File: config.mk
export PLATFORM = sky130hd
export DESIGN_NAME = spi_frame_responder
export DESIGN_NICKNAME = d
export VERILOG_FILES = /design/src/rtl/spi_frame_pkg.sv /design/src/rtl/spi_frame_responder_sync_edge.sv /design/src/rtl/spi_frame_responder.sv
export SDC_FILE = /design/constraint.sdc
export NUM_CORES = 1
export LEC_CHECK = 0
export ABC_AREA = 1
export BUFFER_PORTS_ARGS = -buffer_cell sky130_fd_sc_hd__buf_2
export CORE_UTILIZATION = 43
export DETAILED_ROUTE_END_ITERATION = 7
export SYNTH_ARGS = -nofsm -noshare
export SYNTH_HDL_FRONTEND = slang
export SYNTH_HIERARCHICAL = 1
export SYNTH_SLANG_ARGS = --single-unit
File: constraint.sdc
create_clock -name clk -period 2 [get_ports clk]
set_clock_uncertainty 0.2 [all_clocks]
set_input_delay 0.4 -clock clk [delete_from_list [all_inputs] [get_ports clk]]
set_output_delay 0.4 -clock clk [all_outputs]
set_load 0.02 [all_outputs]
File: src/rtl/spi_frame_pkg.sv
// ---- spi_frame_pkg: shared types and defaults for spi_frame_responder ----
// ---- rev 1.0 ----
`default_nettype none

package spi_frame_pkg;
  localparam int DEFAULT_WORD_W = 16;
  localparam int DEFAULT_CNT_W  = 8;

  typedef enum logic [0:0] {
    IDLE   = 1'b0,
    ACTIVE = 1'b1
  } spi_state_t;
endpackage

`default_nettype wire

File: src/rtl/spi_frame_responder_sync_edge.sv
// ---- sync_edge: 2-FF synchroniser plus edge register with rise/fall/level ----
// ---- rev 1.0 ----
`default_nettype none

module sync_edge #(
  parameter logic RESET_VAL = 1'b0
) (
  input  logic clk,
  input  logic reset,
  input  logic din,
  output logic level,
  output logic rise,
  output logic fall
);
  // stages [0],[1] synchronise; [2] holds the previous synchronised level
  logic [2:0] sr;

  always_ff @(posedge clk) begin
    if (reset) sr <= {3{RESET_VAL}};
    else       sr <= {sr[1:0], din};
  end

  assign level = sr[1];
  assign rise  = sr[1] & ~sr[2];
  assign fall  = ~sr[1] & sr[2];
endmodule

`default_nettype wire

File: src/rtl/spi_frame_responder.sv
// ---- spi_frame_responder: oversampled mode-0 SPI slave with rx/tx valid-ready streams ----
// ---- rev 1.0 ----
`default_nettype none

module spi_frame_responder
  import spi_frame_pkg::*;
#(
  parameter int WORD_W = DEFAULT_WORD_W,
  parameter int CNT_W  = DEFAULT_CNT_W
) (
  input  logic              clk,
  input  logic              reset,
  input  logic              sclk,
  input  logic              mosi,
  input  logic              ss_n,
  output logic              miso,
  output logic              miso_oe,
  input  logic [WORD_W-1:0] tx_data,
  input  logic              tx_valid,
  output logic              tx_ready,
  output logic [WORD_W-1:0] rx_data,
  output logic              rx_valid,
  input  logic              rx_ready,
  output logic              frame_active,
  output logic [CNT_W-1:0]  word_count,
  input  logic              clear_status,
  output logic              rx_overrun,
  output logic              tx_underrun,
  output logic              frame_abort
);
  localparam int BIT_W = $clog2(WORD_W);
  localparam logic [BIT_W-1:0] LAST_BIT = BIT_W'(WORD_W - 1);

  logic sclk_lvl, sclk_rise, sclk_fall;
  logic mosi_lvl, mosi_rise, mosi_fall;
  logic ss_lvl, ss_rise, ss_fall;

  sync_edge #(.RESET_VAL(1'b0)) u_sclk (
    .clk(clk), .reset(reset), .din(sclk),
    .level(sclk_lvl), .rise(sclk_rise), .fall(sclk_fall));
  sync_edge #(.RESET_VAL(1'b0)) u_mosi (
    .clk(clk), .reset(reset), .din(mosi),
    .level(mosi_lvl), .rise(mosi_rise), .fall(mosi_fall));
  sync_edge #(.RESET_VAL(1'b1)) u_ss (
    .clk(clk), .reset(reset), .din(ss_n),
    .level(ss_lvl), .rise(ss_rise), .fall(ss_fall));

  logic unused_sync;
  assign unused_sync = &{1'b0, sclk_lvl, mosi_rise, mosi_fall};

  spi_state_t        state;
  logic [BIT_W-1:0]  bit_cnt;
  logic [WORD_W-1:0] rxsr;
  logic [WORD_W-1:0] txsr;
  logic              pend;

  logic [WORD_W-1:0] rx_word;
  logic [WORD_W-1:0] load_word;
  logic              fetch_tx;
  logic              fetch_empty;

  // A pending word already sits in txsr, so "loading" it means keeping txsr.
  assign rx_word     = {rxsr[WORD_W-2:0], mosi_lvl};
  assign fetch_tx    = ~pend & tx_valid;
  assign fetch_empty = ~pend & ~tx_valid;
  assign load_word   = pend ? txsr : (tx_valid ? tx_data : '0);

  always_ff @(posedge clk) begin
    if (reset) begin
      state       <= IDLE;
      bit_cnt     <= '0;
      rxsr        <= '0;
      txsr        <= '0;
      pend        <= 1'b0;
      tx_ready    <= 1'b0;
      rx_data     <= '0;
      rx_valid    <= 1'b0;
      word_count  <= '0;
      rx_overrun  <= 1'b0;
      tx_underrun <= 1'b0;
      frame_abort <= 1'b0;
    end else begin
      tx_ready <= 1'b0;
      if (rx_valid && rx_ready) rx_valid <= 1'b0;
      // Clears come first so a flag set later in this cycle overrides them.
      if (clear_status) begin
        rx_overrun  <= 1'b0;
        tx_underrun <= 1'b0;
        frame_abort <= 1'b0;
      end
      case (state)
        IDLE: begin
          if (ss_fall) begin
            state      <= ACTIVE;
            bit_cnt    <= '0;
            word_count <= '0;
            txsr       <= load_word;
            if (fetch_tx)    tx_ready    <= 1'b1;
            if (fetch_empty) tx_underrun <= 1'b1;
          end
        end
        ACTIVE: begin
          if (ss_rise) begin
            state <= IDLE;
            if (bit_cnt != '0) begin
              bit_cnt     <= '0;
              pend        <= 1'b0;
              frame_abort <= 1'b1;
            end
          end else if (sclk_rise) begin
            rxsr <= rx_word;
            pend <= 1'b0;
            if (bit_cnt == LAST_BIT) begin
              bit_cnt <= '0;
              if (word_count != '1) word_count <= word_count + 1'b1;
              if (!rx_valid) begin
                rx_data  <= rx_word;
                rx_valid <= 1'b1;
              end else begin
                rx_overrun <= 1'b1;
              end
            end else begin
              bit_cnt <= bit_cnt + 1'b1;
            end
          end else if (sclk_fall) begin
            if (bit_cnt != '0) begin
              txsr <= {txsr[WORD_W-2:0], 1'b0};
            end else begin
              txsr <= load_word;
              pend <= 1'b1;
              if (fetch_tx)    tx_ready    <= 1'b1;
              if (fetch_empty) tx_underrun <= 1'b1;
            end
          end
        end
        default: state <= IDLE;
      endcase
    end
  end

  assign miso         = txsr[WORD_W-1];
  assign miso_oe      = ~ss_lvl;
  assign frame_active = (state == ACTIVE);
endmodule

`default_nettype wire

## Word-level counts from Yosys, hierarchy flattened

Cells that the tools add are included.

| word-level totals | value |
|---|---|
| bits in registers | 74 |
| input port bits | 24 |
| word-level logic and storage cells | 113 |

| cells by class | value |
|---|---|
| $add $sub $neg | 2 |
| equality and inequality tests | 13 |
| multiplexer cells | 59 |
| bitwise gates (word level) | 15 |
| reduce and logical (&&, ||, !) cells | 9 |

Operators with widths:

| cell | count |
|---|---|
| 2-to-1 mux 16 bit | 7 |
| 2-to-1 mux 8 bit | 5 |
| 2-to-1 mux 1 bit | 36 |
| one-hot mux 16 bit (2 select lines) | 1 |
| 2-to-1 mux 4 bit | 5 |
| one-hot mux 8 bit (2 select lines) | 1 |
| != test 2 bit, second input constant | 5 |
| AND reduction 5 bit | 2 |
| inverter 1 bit | 9 |
| adder 8 x 1 -> 8 bit, second input constant | 1 |
| != test 8 bit, second input constant | 1 |
| one-hot mux 4 bit (2 select lines) | 1 |
| AND reduction 4 bit | 2 |
| AND 1 bit | 6 |
| != test 2 x 1 -> 1 bit, second input constant | 3 |
| != test 3 bit, second input constant | 2 |
| one-hot mux 1 bit (2 select lines) | 3 |
| AND reduction 3 bit | 2 |
| adder 4 x 1 -> 4 bit, second input constant | 1 |
| == test 4 bit, second input constant | 1 |
| nonzero test 4 bit | 1 |
| != test 3 x 2 -> 1 bit, second input constant | 1 |
| nonzero test 3 bit | 1 |
| logical AND 1 bit | 1 |

## Depth between registers and ports, before layout

| depth | value |
|---|---|
| word-level depth | 8 |
| gate-level depth with buffers | 11 |

## By module

The synthesis kept the hierarchy.

By module, submodules not included:

| module | times used | cells each | area an instance (um2) | seq. area each (um2) |
|---|---|---|---|---|
| spi_frame_responder | 1 | 402 | 2917.8 | 1321.3 |
| sync_edge (u_mosi ...) | 2 | 12 | 93.8 | 60.1 |
| sync_edge (u_ss) | 1 | 13 | 97.6 | 60.1 |

## Least setup slack after synthesis

No wires, ideal clock.

| timing path | value |
|---|---|
| path type | reg-to-reg |
| start | reg word_count[0] |
| end | reg word_count[5] |
| setup time | 0.111 ns |
| arrival | 1.373 ns |
| required time | 1.689 ns |
| setup slack | 0.316 ns |
| stages on the path, launching flop included | 12 |
| path buffers | 1 |
| cells stage by stage | dfxtp_1 -> ha_1 -> nand2_1 -> nor2_1 -> nand2_1 -> nand2_1 -> nand2_1 -> buf_2 -> nand3_1 -> nand2_1 -> inv_1 -> nor2_1 |

| on the way | value |
|---|---|
| cells in the longest elaborated chain, start to end | 6 |

RTL lines:

| element | line | RTL |
|---|---|---|
| start, declared | spi_frame_responder.sv:25 | `output logic [CNT_W-1:0] word_count,` |
| start signal, assigned | spi_frame_responder.sv:115 | `if (word_count != '1) word_count <= word_count + 1'b1;` |
| adder 8 x 1 -> 8 bit | spi_frame_responder.sv:115 |  |
| 2-to-1 mux 8 bit | spi_frame_responder.sv:115 |  |
| 2-to-1 mux 8 bit | spi_frame_responder.sv:113 | `if (bit_cnt == LAST_BIT) begin` |
| 2-to-1 mux 8 bit | spi_frame_responder.sv:110 | `end else if (sclk_rise) begin` |
| 2-to-1 mux 8 bit | spi_frame_responder.sv:103 | `if (ss_rise) begin` |
| one-hot mux 8 bit (2 select lines) | spi_frame_responder.sv:91 | `case (state)` |

Several ways; a longest one is shown, not always the timed one. The select of a mux whose other input is x is not followed.
A chain may end at the register's enable or synchronous reset.

## Worst setup path in the final report

| timing path | value |
|---|---|
| start | reg state, in the netlist frame_active |
| end | out frame_active |

RTL lines:

| element | line | RTL |
|---|---|---|
| start, declared | spi_frame_responder.sv:51 | `spi_state_t state;` |
| start signal, assigned | spi_frame_responder.sv:70 | `state <= IDLE;` |
| start signal, assigned | spi_frame_responder.sv:94 | `state <= ACTIVE;` |
| start signal, assigned | spi_frame_responder.sv:104 | `state <= IDLE;` |
| end, declared | spi_frame_responder.sv:24 | `output logic frame_active,` |

No word-level cell between the ends.

==> results.toml <==
[critical_path]
path_max_fanout = 14
critPathArrivalTime_ps = 1220
critPathLaunchType = "flop"
path_class = "flop to output port"
required_ps = 1400
cp-end-kind = "output port"

[die]
core_area_um2 = 6940
initial_core_util_pct = 45.6
die-width_um = 87.8
num_rows = 30
die_h_um = 87.8
fp.dieArea_um2 = 7710
io_pins = 56

[global_routing]
grt_pass1_wl_um = 11400
grt_max_degree = 43
grt_pass1_vias = 2569
antenna_found_initial = 0
track_usage_pct = 19.2
globalRouteOverflowTotal = 0

[clocking]
path_clk_slew_ps = 80
root_buffer = "clkbuf_8"
postCtsSetupRepairBufs = 0
clock-sinks = 74
clk_latency_ps = 340
cts_tree = "built"
cts_buffers = 9
clock_path_buffers = 2
htreeDepth = 3

[placed_design]
dpl.hpwl_um = 4670
dp_cells = 572
gp_routability_congestion = 0.798
io_buffer_count = 55
postPlaceCellArea_um2 = 3540

[timing]
relSlewSlack_pct = 70.2
rsz0062_at_grt = "false"
hold_ws_ps = 32.1
period_minus_slack_ps = 1820
finalHoldViolations = 0
final.period_utilization_pct = 90.8
setup_tns_ps = 0
clock.fmax_mhz = 550
maxSlewViolCount = 0
worstMarginPinSlew_ps = 445
setup_viol = 0

[final_layout]
antennaDiodeCount = 0
drive_above_1_share_pct = 19.1
final_core_util_pct = 54.1
layout.nets = 514
area_delta_synth_final_pct = 18.7
postLayoutCellArea_um2 = 3760
stdcell_count = 588

[yosys]
ys_warn_count = 6
netlist_area_um2 = 3160
synth_area_per_cell_um2 = 7.31
syn_inst = 433
synth_nets = 460

[detailed_routing]
drc_errors = 0
wire_per_inst_um = 11.5
drt_iter0_markers = 120
finalWirelength_um = 6740
antenna_left = 0
firstDrtPassIters = 4
vias_per_cell = 4.82
vias = 2834

[power_and_ir_drop]
vdd.ir_drop.worst_mv = 0.549
pwr_density_cell_nw_per_um2 = 781
cellLeakagePower_nw = 1.67

[min_path]
min_path_type = "input pin to flop"

[flow_run]
max_cap_violations = 0

[run_status]
status = "complete, no violations"
flip-flops by register name, indices dropped and copies added, names as in the netlist:
signal / count
rx_data: 16
txsr: 16
rxsr: 15
word_count: 8
bit_cnt: 4
u_sclk/sr: 3
u_ss/sr: 3
u_mosi/sr: 2
frame_abort: 1
frame_active: 1
pend: 1
rx_overrun: 1
rx_valid: 1
tx_ready: 1
tx_underrun: 1
routing by layer:
layer / global-route usage (%) / share of wire [%] / up-vias
met5: 0 / 0 / -
met4: 9.39 / 1.8 / 0
met3: 3.96 / 4.5 / 10
met2: 30.2 / 44 / 55
met1: 25.1 / 50 / 1255
li1: - / - / 1514
layout by cell type, fill, tap and decap left out, types with 15 or more instances in the layout:
cell type	n
nand2_1	97
buf_2	55
nand3_1	22
o21ai_0	21
nor2_1	37
o21ai_1	15
dfxtp_1	74
inv_1	49
o211ai_1	15
a21oi_1	57
metrics by stage:
step / total power, mW / worst slack, ps
6_report: 2.94 / 183
5_1_grt: 3.08 / 11.6
4_1_cts: 2.98 / 105
3_5_place_dp: 1.79 / 127
3_3_place_gp: 1.79 / 137
2_1_floorplan: 1.71 / 316
worst max-delay path, stage by stage, from the launching register on:
cell	delay (ps)
dfxtp_1	420
buf_4	250
buf_2	200
where the power goes:
part | switching, mW | internal (mW)
sequential | 0.0197 | 1.50
combinational | 0.149 | 0.0836
clock | 0.587 | 0.595
total | 0.755 | 2.18
repair_timing:
action / 4_1_cts / 5_1_grt
endpoints found under the setup margin: 0 / 6
resized for setup: 0 / 2
hold buffers: 0 / 0
path summary, 6_finish.rpt:
path	cells past startpoint	end	slack (ps)	start
worst min-delay path	3	u_ss/sr[0]	30	ss_n
worst min register to register	2	u_sclk/sr[1]	210	u_sclk/sr[0]
worst max-delay path	2	frame_active	180	frame_active
worst max register to register	8	word_count[3]	220	u_sclk/sr[1]
cell type report:
class,instances,area (um^2)
Inverter,53,200
Clock inverter,7,82.6
Sequential cell,74,1480
Timing Repair Buffer,65,375
Multi-Input combinational cell,284,1370
Tap cell,96,120
Fill cell,718,3190
Clock buffer,9,124
No activity file was read; power rests on OpenSTA's default activity.
